$ cat config.mk
export PLATFORM = sky130hd
export DESIGN_NAME = fp_mul_product_normalize_flat
export DESIGN_NICKNAME = d
export VERILOG_FILES = /design/src/rtl/fp_mul_product_normalize_if.sv /design/src/rtl/fp_mul_product_normalize.sv /design/src/flat_wrapper.sv
export SDC_FILE = /design/constraint.sdc
export NUM_CORES = 1
export LEC_CHECK = 0
export ABC_AREA = 1
export BUFFER_PORTS_ARGS = -buffer_cell sky130_fd_sc_hd__buf_2
export CORE_MARGIN = 2
export CORE_UTILIZATION = 53
export CTS_BUF_LIST = sky130_fd_sc_hd__clkbuf_8
export DETAILED_ROUTE_END_ITERATION = 12
export HOLD_SLACK_MARGIN = 0.08
export PLACE_DENSITY = 0.85
export SLEW_MARGIN = 5
export SYNTH_ARGS = -nofsm -noshare
export SYNTH_HDL_FRONTEND = slang
export SYNTH_SLANG_ARGS = --single-unit
$ cat constraint.sdc
create_clock -name Clk -period 5 [get_ports Clk]
set_clock_uncertainty 0.05 [all_clocks]
set_input_delay 1 -clock Clk [delete_from_list [all_inputs] [get_ports Clk]]
set_output_delay 1 -clock Clk [all_outputs]
set_load 0.05 [all_outputs]
$ cat src/rtl/fp_mul_product_normalize_if.sv
// Handshake and data bundle between the partial-product stage, the product
// normalizer and the FP result packer.
interface fp_mul_product_normalize_if #(
  parameter int FractionSize = 23,
  parameter int ExpWidth     = 10
);
  logic                    InValid;
  logic                    InReady;
  logic [15:0]             Result11, Result12, Result13;
  logic [15:0]             Result21, Result22, Result23;
  logic [15:0]             Result31, Result32, Result33;
  logic                    Sign;
  logic [ExpWidth-1:0]     ExpIn;
  logic                    OutValid;
  logic                    OutReady;
  logic                    SignOut;
  logic [FractionSize-1:0] FractionOut;
  logic [7:0]              ExponentOut;
  logic                    Overflow;
  logic                    Underflow;

  modport master (
    output InValid, Result11, Result12, Result13, Result21, Result22, Result23,
           Result31, Result32, Result33, Sign, ExpIn, OutReady,
    input  InReady, OutValid, SignOut, FractionOut, ExponentOut, Overflow, Underflow
  );

  modport slave (
    input  InValid, Result11, Result12, Result13, Result21, Result22, Result23,
           Result31, Result32, Result33, Sign, ExpIn, OutReady,
    output InReady, OutValid, SignOut, FractionOut, ExponentOut, Overflow, Underflow
  );
endinterface

$ cat src/rtl/fp_mul_product_normalize.sv
// FP multiplier stage 2: partial products -> 48-bit product -> normalized fraction.
// Define FP_MUL_ROUND_NEAREST_EN for round-to-nearest-even; default truncates.
module fp_mul_product_normalize #(
  parameter int FractionSize = 23,
  parameter int ExpWidth     = 10
) (
  input logic Clk,
  input logic Reset,
  fp_mul_product_normalize_if.slave bus
);
  localparam int STAGES = 3;
  localparam int PW     = 2 * (FractionSize + 1);
  localparam int EW1    = ExpWidth + 1;

  logic [STAGES:1] vld_pipe;
  logic ld1, ld2, ld3;

  // A stage may load when empty or when its content leaves this cycle.
  assign ld3 = !vld_pipe[3] || bus.OutReady;
  assign ld2 = !vld_pipe[2] || ld3;
  assign ld1 = !vld_pipe[1] || ld2;
  assign bus.InReady = ld1;

  always_ff @(posedge Clk or posedge Reset) begin
    if (Reset) vld_pipe <= '0;
    else begin
      if (ld1) vld_pipe[1] <= bus.InValid;
      if (ld2) vld_pipe[2] <= vld_pipe[1];
      if (ld3) vld_pipe[3] <= vld_pipe[2];
    end
  end

  // S1: column sums of the byte partial products
  logic [15:0]         s1_c0, s1_c32;
  logic [16:0]         s1_c8, s1_c24;
  logic [17:0]         s1_c16;
  logic                s1_sign;
  logic [ExpWidth-1:0] s1_exp;

  always_ff @(posedge Clk or posedge Reset) begin
    if (Reset) begin
      s1_c0   <= '0;
      s1_c8   <= '0;
      s1_c16  <= '0;
      s1_c24  <= '0;
      s1_c32  <= '0;
      s1_sign <= 1'b0;
      s1_exp  <= '0;
    end else if (ld1 && bus.InValid) begin
      s1_c0   <= bus.Result11;
      s1_c8   <= 17'(bus.Result12) + 17'(bus.Result21);
      s1_c16  <= 18'(bus.Result13) + 18'(bus.Result22) + 18'(bus.Result31);
      s1_c24  <= 17'(bus.Result23) + 17'(bus.Result32);
      s1_c32  <= bus.Result33;
      s1_sign <= bus.Sign;
      s1_exp  <= bus.ExpIn;
    end
  end

  // S2: full product; both mantissas have the hidden bit so P fits in PW bits
  logic [PW-1:0]       p_sum, s2_p;
  logic                s2_sign;
  logic [ExpWidth-1:0] s2_exp;

  assign p_sum = PW'(s1_c0) + (PW'(s1_c8) << 8) + (PW'(s1_c16) << 16)
               + (PW'(s1_c24) << 24) + (PW'(s1_c32) << 32);

  always_ff @(posedge Clk or posedge Reset) begin
    if (Reset) begin
      s2_p    <= '0;
      s2_sign <= 1'b0;
      s2_exp  <= '0;
    end else if (ld2 && vld_pipe[1]) begin
      s2_p    <= p_sum;
      s2_sign <= s1_sign;
      s2_exp  <= s1_exp;
    end
  end

  // S3: normalize to 1.xxx, round, adjust exponent
  logic [FractionSize-1:0] frac_sel, frac_fin;
  logic [EW1-1:0]          e_base, e_fin;

  always_comb begin
    frac_sel = s2_p[PW-1] ? s2_p[PW-2 -: FractionSize] : s2_p[PW-3 -: FractionSize];
    e_base   = {s2_exp[ExpWidth-1], s2_exp} + {{ExpWidth{1'b0}}, s2_p[PW-1]};
  end

`ifdef FP_MUL_ROUND_NEAREST_EN
  logic guard, sticky, rnd_cy;

  always_comb begin
    if (s2_p[PW-1]) begin
      guard  = s2_p[PW-2-FractionSize];
      sticky = |s2_p[PW-3-FractionSize:0];
    end else begin
      guard  = s2_p[PW-3-FractionSize];
      sticky = |s2_p[PW-4-FractionSize:0];
    end
    // All-ones fraction wraps to zero and the carry bumps the exponent
    {rnd_cy, frac_fin} = {1'b0, frac_sel}
                       + (FractionSize+1)'(guard && (sticky || frac_sel[0]));
    e_fin = e_base + {{(EW1-1){1'b0}}, rnd_cy};
  end
`else
  logic unused_lsbs;

  // Bits below the kept fraction only matter when rounding
  assign unused_lsbs = |s2_p[PW-3-FractionSize:0];
  assign frac_fin    = frac_sel;
  assign e_fin       = e_base;
`endif

  logic                    sign_q, ovf_q, unf_q;
  logic [FractionSize-1:0] frac_q;
  logic [7:0]              expo_q;

  always_ff @(posedge Clk or posedge Reset) begin
    if (Reset) begin
      sign_q <= 1'b0;
      frac_q <= '0;
      expo_q <= '0;
      ovf_q  <= 1'b0;
      unf_q  <= 1'b0;
    end else if (ld3 && vld_pipe[2]) begin
      sign_q <= s2_sign;
      frac_q <= frac_fin;
      expo_q <= e_fin[7:0];
      ovf_q  <= !e_fin[EW1-1] && (e_fin >= EW1'(255));
      unf_q  <= e_fin[EW1-1] || (e_fin == '0);
    end
  end

  assign bus.OutValid    = vld_pipe[STAGES];
  assign bus.SignOut     = sign_q;
  assign bus.FractionOut = frac_q;
  assign bus.ExponentOut = expo_q;
  assign bus.Overflow    = ovf_q;
  assign bus.Underflow   = unf_q;

endmodule
$ cat src/flat_wrapper.sv
// flat-port wrapper written by rule: the top's interface ports become plain ports
module fp_mul_product_normalize_flat 
#(
  parameter int FractionSize = 23,
  parameter int ExpWidth     = 10
)
  (Clk, Reset, bus_InValid, bus_Result11, bus_Result12, bus_Result13, bus_Result21, bus_Result22, bus_Result23, bus_Result31, bus_Result32, bus_Result33, bus_Sign, bus_ExpIn, bus_OutReady, bus_InReady, bus_OutValid, bus_SignOut, bus_FractionOut, bus_ExponentOut, bus_Overflow, bus_Underflow);
  fp_mul_product_normalize_if #(.FractionSize(FractionSize), .ExpWidth(ExpWidth)) bus_i ();
  input logic Clk;
  input logic Reset;
  input wire logic [$bits(bus_i.InValid)-1:0] bus_InValid;
  input wire logic [$bits(bus_i.Result11)-1:0] bus_Result11;
  input wire logic [$bits(bus_i.Result12)-1:0] bus_Result12;
  input wire logic [$bits(bus_i.Result13)-1:0] bus_Result13;
  input wire logic [$bits(bus_i.Result21)-1:0] bus_Result21;
  input wire logic [$bits(bus_i.Result22)-1:0] bus_Result22;
  input wire logic [$bits(bus_i.Result23)-1:0] bus_Result23;
  input wire logic [$bits(bus_i.Result31)-1:0] bus_Result31;
  input wire logic [$bits(bus_i.Result32)-1:0] bus_Result32;
  input wire logic [$bits(bus_i.Result33)-1:0] bus_Result33;
  input wire logic [$bits(bus_i.Sign)-1:0] bus_Sign;
  input wire logic [$bits(bus_i.ExpIn)-1:0] bus_ExpIn;
  input wire logic [$bits(bus_i.OutReady)-1:0] bus_OutReady;
  output wire logic [$bits(bus_i.InReady)-1:0] bus_InReady;
  output wire logic [$bits(bus_i.OutValid)-1:0] bus_OutValid;
  output wire logic [$bits(bus_i.SignOut)-1:0] bus_SignOut;
  output wire logic [$bits(bus_i.FractionOut)-1:0] bus_FractionOut;
  output wire logic [$bits(bus_i.ExponentOut)-1:0] bus_ExponentOut;
  output wire logic [$bits(bus_i.Overflow)-1:0] bus_Overflow;
  output wire logic [$bits(bus_i.Underflow)-1:0] bus_Underflow;
  assign bus_i.InValid = bus_InValid;
  assign bus_i.Result11 = bus_Result11;
  assign bus_i.Result12 = bus_Result12;
  assign bus_i.Result13 = bus_Result13;
  assign bus_i.Result21 = bus_Result21;
  assign bus_i.Result22 = bus_Result22;
  assign bus_i.Result23 = bus_Result23;
  assign bus_i.Result31 = bus_Result31;
  assign bus_i.Result32 = bus_Result32;
  assign bus_i.Result33 = bus_Result33;
  assign bus_i.Sign = bus_Sign;
  assign bus_i.ExpIn = bus_ExpIn;
  assign bus_i.OutReady = bus_OutReady;
  assign bus_InReady = bus_i.InReady;
  assign bus_OutValid = bus_i.OutValid;
  assign bus_SignOut = bus_i.SignOut;
  assign bus_FractionOut = bus_i.FractionOut;
  assign bus_ExponentOut = bus_i.ExponentOut;
  assign bus_Overflow = bus_i.Overflow;
  assign bus_Underflow = bus_i.Underflow;
  fp_mul_product_normalize #(.FractionSize(FractionSize), .ExpWidth(ExpWidth)) u_core (.Clk(Clk), .Reset(Reset), .bus(bus_i));
endmodule
==> results of run 1 <==
-- sequential cells by signal, summed over array words and instances, names as in the netlist --
register,cells
u_core.bus.Underflow,1
u_core.bus.FractionOut,23
u_core.s1_c16,18
u_core.vld_pipe,3
u_core.s2_p,25
u_core.s1_c32,16
u_core.s1_exp,10
u_core.s1_c0,8
u_core.s2_exp,10
u_core.bus.SignOut,1
u_core.bus.ExponentOut,8
u_core.s1_c24,17
u_core.s1_sign,1
u_core.bus.Overflow,1
u_core.s2_sign,1
u_core.s1_c8,17
-- synth_stat cells, types with 4 or more instances --
| cell | instances | area [sq um] |
|---|---|---|
| a21o_1 | 4 | 30.0 |
| nor4_1 | 4 | 25.0 |
| dfrtp_1 | 160 | 4000 |
| nand3_1 | 69 | 345 |
| nand4_1 | 14 | 87.6 |
| o21bai_1 | 9 | 67.6 |
| nor3_1 | 15 | 75.1 |
| inv_1 | 148 | 556 |
| a31oi_1 | 28 | 175 |
| xnor2_1 | 13 | 114 |
| nand2_1 | 461 | 1730 |
| a31o_2 | 4 | 35.0 |
| nor2_1 | 109 | 409 |
| a211oi_1 | 5 | 37.5 |
| inv_2 | 5 | 18.8 |
| clkbuf_1 | 36 | 135 |
| or2_2 | 21 | 131 |
| a21oi_1 | 92 | 460 |
| xor2_1 | 30 | 263 |
| nor2_4 | 4 | 45.0 |
| o21ai_0 | 131 | 656 |
| or2_1 | 4 | 25.0 |
| fa_1 | 8 | 160 |
| o21a_1 | 6 | 45.0 |
| ha_1 | 117 | 1460 |
| o21ai_1 | 8 | 40.0 |
-- per-stage QoR --
stage | instance area [sq um] | setup WS, ns | instances | hold WS, ns | power [W]
floorplan | 11400 | 1.00 | 1533 | 0.392 | 0.00456
CTS | 13000 | 0.505 | 1996 | 0.435 | 0.00638
finish | 13000 | 0.493 | 1997 | 0.431 | 0.00635
global route | 13000 | 0.0629 | 1997 | 0.453 | 0.00694
detailed placement | 12600 | 0.557 | 1965 | 0.407 | 0.00536
global placement | 12600 | 0.656 | 1965 | 0.408 | 0.00527
-- area by class of cell --
class,count,area [sq um],area share (%)
clock buffer,18,248,1.91
timing repair buffer,193,996,7.67
antenna,1,2.50,0.0193
tap,275,344,2.65
inverter,156,589,4.54
clock inverter,13,161,1.24
sequential,160,4000,30.8
multi-input combinational,1181,6640,51.1
-- critical path: stages (launching register included) --
cell and delay, ns:
dfrtp_1 0.41, ha_1 0.32, nand2_1 0.06, inv_1 0.08, nand3_1 0.11, nor3_4 0.16, nor2_4 0.09, nor2_4 0.10
inv_2 0.06, nor2_4 0.11, nand2_2 0.07, nor2_2 0.11, inv_2 0.06, nor2_4 0.13, nand2_2 0.08, xnor2_2 0.14
fa_1 0.44, ha_1 0.38, a21oi_1 0.21, o21ai_0 0.12, o21bai_1 0.19, a221oi_1 0.27, nand2_1 0.13, or2_2 0.29
nand3_1 0.07, o21ai_0 0.11
-- power breakdown --
group | internal (W) | switching, W | total, W
logic | 0.00114 | 0.00223 | 0.00338
clock network | 0.000505 | 0.000485 | 0.000991
registers | 0.00172 | 0.000265 | 0.00199
total | 0.00337 | 0.00298 | 0.00635
-- per-layer routing --
layer	GRT usage (%)	wire [microns]
met2	38.6	11700
met3	3.82	1180
met4	7.26	454
met5	0	0
met1	29.6	11500
-- cells by family after synthesis --
group                    after synthesis
AND/OR/NAND/NOR                      713
AO/OA/AOI/OAI                        299
buffers and inverters                192
flip-flops                           160
adder cells (fa/ha/maj)              125
XOR/XNOR                              44
-- cells in the final DEF (no fill, tap or decap), types with 5 or more instances in the layout --
cell type and n:
o21a_1 6, or2_2 21, xor2_1 30, inv_2 6, a211oi_1 5, o21bai_1 9, nor2_1 109, buf_4 6
nand2_1 460, nand3_1 69, clkbuf_8 18, fa_1 8, xnor2_1 13, nand4_1 14, nor3_1 15, a31oi_1 28
buf_2 186, a21oi_1 92, ha_1 117, dfrtp_1 160, o21ai_1 8, o21ai_0 131, inv_1 148
-- worst paths after layout --
path                                      startpoint                         to  slack, ns
min in group asynchronous                      Reset           u_core.s1_exp[2]       0.67
hold / removal             u_core.bus.ExponentOut[5]  u_core.bus.ExponentOut[5]       0.43
setup reg to reg                    u_core.s1_c0[11]            u_core.s2_p[35]       0.49
setup / recovery                    u_core.s1_c0[11]            u_core.s2_p[35]       0.49
max in group asynchronous                      Reset           u_core.s2_exp[9]       3.49
hold reg to reg            u_core.bus.ExponentOut[5]  u_core.bus.ExponentOut[5]       0.43
==> results.json, run 1 <==
{
  "cts_buffer_depth": 2,
  "cts-root-buf": "clkbuf_8",
  "portBuffers": 186,
  "start_kind": "flop",
  "synthSimpleGateAreaFrac_pct": 26.2,
  "p_per_area_mw_per_mm2": 489,
  "async_flop_share_pct": 100,
  "drtIter0Drc": 473,
  "clock.fmax_mhz": 222,
  "crit_type": "reg2reg",
  "grt.total_usage_pct": 22.7,
  "rsz0062_at_grt": "false",
  "cp_max_fo": 6,
  "cts-buffers-inserted": 17,
  "cts.reportedPaths.clkPinSlew_ns": 0.09,
  "row_count": 53,
  "ys_seq_elements": 160,
  "fillCellCount": 1866,
  "syn_area_per_cell_sq_um": 7.41,
  "cts_tree": "yes",
  "grt_max_degree": 161,
  "synthesis.area_sq_mm": 0.0114,
  "hp-class": "reg2reg",
  "synth_top_family_by_area": "simple AND/OR/NAND/NOR gates",
  "timing.slew.headroom_pct": 40.7,
  "fin_nets": 1993,
  "required_ns": 5.26,
  "setup_viol": 0,
  "min_period_over_period_pct": 90.1,
  "start_util_pct": 54.0,
  "clock_sinks": 160,
  "antenna_found_initial": 1,
  "antenna_left": 0,
  "cp.arrival_ns": 4.77,
  "post-route-util_pct": 61.8,
  "max_cap_violations": 0,
  "vias_per_cell": 5.22,
  "yosys_warnings": 0,
  "ys_seq_area_share_pct": 35.2,
  "grt.overflow.total": 0,
  "reg2reg_depth": 25,
  "tns_ns": 0,
  "synth_xor_xnor_area_share_pct": 3.46,
  "netlist_instances": 1533,
  "area_growth_pct": 14.3,
  "post_cts_buffers": 0,
  "ioPinCount": 195,
  "htreeDepth": 4,
  "outcome": "finished clean",
  "p_leak_nw": 6.83,
  "syn_nets": 1817,
  "holdBufCountCts": 0,
  "route.detailed.drc": 0,
  "drv_slew": 0,
  "synth-compound-area-share_pct": 14.5,
  "synth_edf_count": 0,
  "core_sq_mm": 0.0210,
  "irDropWorstVdd_mv": 0.232,
  "finalHoldViolations": 0,
  "die_w_microns": 150,
  "wire_per_inst_microns": 12.5,
  "end_kind": "flop",
  "routed_wl_microns": 24900,
  "synthAdderAreaFrac_pct": 14.3,
  "min_path_cells": 2,
  "routabilityCongestion": 0.891,
  "drt-pass1-iter-count": 5,
  "die-area_sq_mm": 0.0226,
  "dominantRegCellSynth": "dfrtp_1",
  "dieHeight_microns": 150,
  "synth_mux_area_share_pct": 0,
  "tightest_slew_ns": 0.890,
  "cts_resized": 0,
  "insertion_delay_ns": 0.46,
  "final_layout_size_suffix_gt1_share_pct": 15.7,
  "dpl.hpwl_microns": 19600,
  "grt_pass1_wl_microns": 42400,
  "synth_cell_types": 42,
  "period_minus_slack_ns": 4.51,
  "grt_pass1_vias": 9692,
  "vias": 10400
}
Note: power is estimated with default switching activity, not from simulation.
==> inputs of run 2 (changes only) <==
--- a/config.mk
+++ b/config.mk
@@ -12,6 +12,7 @@
 export CTS_BUF_LIST = sky130_fd_sc_hd__clkbuf_8
 export DETAILED_ROUTE_END_ITERATION = 12
 export HOLD_SLACK_MARGIN = 0.08
+export MAX_ROUTING_LAYER = met4
 export PLACE_DENSITY = 0.85
 export SLEW_MARGIN = 5
 export SYNTH_ARGS = -nofsm -noshare
==> run 2 against run 1 <==
Effect of this change:
- worst setup slack better by 0.047 ns
- maximum frequency up 1.1%
- via count down 0.58%
- die area unchanged
- sequential power about the same
- final cell count up 0.10%
- critical endpoint unchanged
- largest cell class unchanged
- highest routed layer unchanged
==> results.json, run 2 (synthesized netlist as in run 1, its figures left out) <==
{
  "outcome": "finished clean",
  "insertion_delay_ns": 0.46,
  "antenna_found_initial": 1,
  "fin_total_pwr_w": 0.00628,
  "setup_viol": 0,
  "routabilityCongestion": 0.889,
  "m1WireLength_microns": 12000,
  "cts_resized": 0,
  "wire_per_inst_microns": 12.6,
  "final_cell_mix": "460 x nand2_1, 186 x buf_2, 160 x dfrtp_1, 148 x inv_1, 131 x o21ai_0",
  "endpoint": "u_core.s2_p[35]",
  "die_w_microns": 150,
  "stdcell_area_sq_mm": 0.0130,
  "post-place-ws_ns": 0.522,
  "post_cts_buffers": 0,
  "final_layout_size_suffix_gt1_share_pct": 15.8,
  "area_growth_pct": 14.0,
  "irDropWorstVdd_mv": 0.198,
  "period_minus_slack_ns": 4.46,
  "rr_startpoint": "u_core.s1_c8[7]",
  "tns_ns": 0,
  "cts_tree": "yes",
  "grt_max_degree": 89,
  "cts_buffer_depth": 2,
  "reg2reg_to": "u_core.s2_p[35]",
  "antenna_left": 0,
  "route.detailed.drc": 0,
  "drv_slew": 0,
  "timing.slew.headroom_pct": 41.0,
  "portBuffers": 186,
  "holdBufCountCts": 0,
  "route.met2.wl_microns": 12000,
  "top_layer": "met4",
  "clock_sinks": 160,
  "start_kind": "flop",
  "regMostFlops": "u_core.s2_p",
  "end_kind": "flop",
  "crit_type": "reg2reg",
  "final_common_cell": "nand2_1",
  "ioPinCount": 195,
  "dpl.hpwl_microns": 20200,
  "p_per_area_mw_per_mm2": 485,
  "tightest_slew_ns": 0.880,
  "vias_per_cell": 5.19,
  "drtIter0Drc": 445,
  "reg2reg_depth": 25,
  "fin_ws_ns": 0.540,
  "reg2reg_slack_ns": 0.54,
  "rsz0062_at_grt": "false",
  "cts.reportedPaths.clkPinSlew_ns": 0.10,
  "vias": 10400,
  "min_period_over_period_pct": 89.2,
  "worstSetupStartpoint": "u_core.s1_c8[7]",
  "fin_nets": 1994,
  "clock.fmax_mhz": 224,
  "grt_pass1_wl_microns": 43000,
  "largest_reg_flops": 25,
  "row_count": 53,
  "cp_max_fo": 6,
  "routed_wl_microns": 25200,
  "grt.overflow.total": 0,
  "start_util_pct": 54.0,
  "required_ns": 5.26,
  "htreeDepth": 4,
  "placed_area_sq_mm": 0.0126,
  "grt_pass1_vias": 9857,
  "grt.total_usage_pct": 23.7,
  "max_cap_violations": 0,
  "cts-root-buf": "clkbuf_8",
  "fillCellCount": 1909,
  "cp.arrival_ns": 4.72,
  "hp-class": "reg2reg",
  "p_leak_nw": 6.81,
  "met3_length_microns": 830,
  "finalHoldViolations": 0,
  "drt-pass1-iter-count": 5,
  "dieHeight_microns": 150,
  "fin_cells": 1999,
  "placed_cells": 1966,
  "core_sq_mm": 0.0210,
  "die-area_sq_mm": 0.0226,
  "cts-buffers-inserted": 17
}
[run 2: cell types whose count changed in the layout (fill, tap and decap cells not counted)]
cell,before,now
buf_4,6,7
bufinv_16,3,1
clkbuf_8,18,17
clkinv_4,1,2
clkinvlp_4,4,6
inv_6,3,2
inv_8,0,2
[run 2: worst min-delay path by stage]
stage,cells after the start,start,end
global route,2,u_core.s1_exp[7],u_core.s2_exp[7]
floorplan,2,u_core.s2_sign,u_core.bus.SignOut
CTS,2,u_core.s1_exp[7],u_core.s2_exp[7]
global placement,2,u_core.vld_pipe[2],u_core.vld_pipe[3]
detailed placement,2,u_core.s1_exp[7],u_core.s2_exp[7]
finish,2,u_core.s1_exp[7],u_core.s2_exp[7]
[run 2: metal layers]
metal	up-vias	global-route usage (%)
met5	-	-
met4	0	6.42
met3	27	3.39
met2	196	39.8
met1	4720	30.2
li1	5428	-
[run 2: report_power, final]
group | switching (W) | leakage (nW) | internal, W
sequential | 0.000266 | 1.94 | 0.00172
clock | 0.000500 | 0.180 | 0.000399
combinational | 0.00225 | 4.69 | 0.00114
[run 2: worst max-delay path, stage by stage (launching register included)]
cell and delay (ns):
dfrtp_1 0.40, ha_1 0.33, nand2_1 0.08, inv_2 0.08, nand2_4 0.06, nor3_4 0.19
nor2_4 0.09, nor2_4 0.10, inv_2 0.07, nor2_4 0.12, nand2_2 0.07, nor2_2 0.11
inv_2 0.07, nor2_4 0.14, nand2_2 0.08, xnor2_2 0.14, fa_1 0.43, ha_1 0.37
a21oi_1 0.21, o21ai_0 0.12, o21bai_1 0.20, a221oi_1 0.24, nand2_1 0.12, or2_2 0.28
nand3_1 0.07, o21ai_0 0.11
[run 2: final cells by class]
cell class	count	area, sq um	area share, %
diodes	1	2.50	0.0193
clock buffers	17	234	1.81
repair buffers	194	1000	7.75
well taps	275	344	2.66
multi-input cells	1181	6640	51.2
clock inverters	15	139	1.07
flip-flops and latches	160	4000	30.9
inverters	156	589	4.55
[run 2: stage by stage]
stage	hold slack (ns)	util [%]
after global routing	0.445	61.6
after global placement	0.405	59.8
after floorplan	0.392	-
after CTS	0.422	61.6
after detailed placement	0.406	59.8
final	0.422	61.6
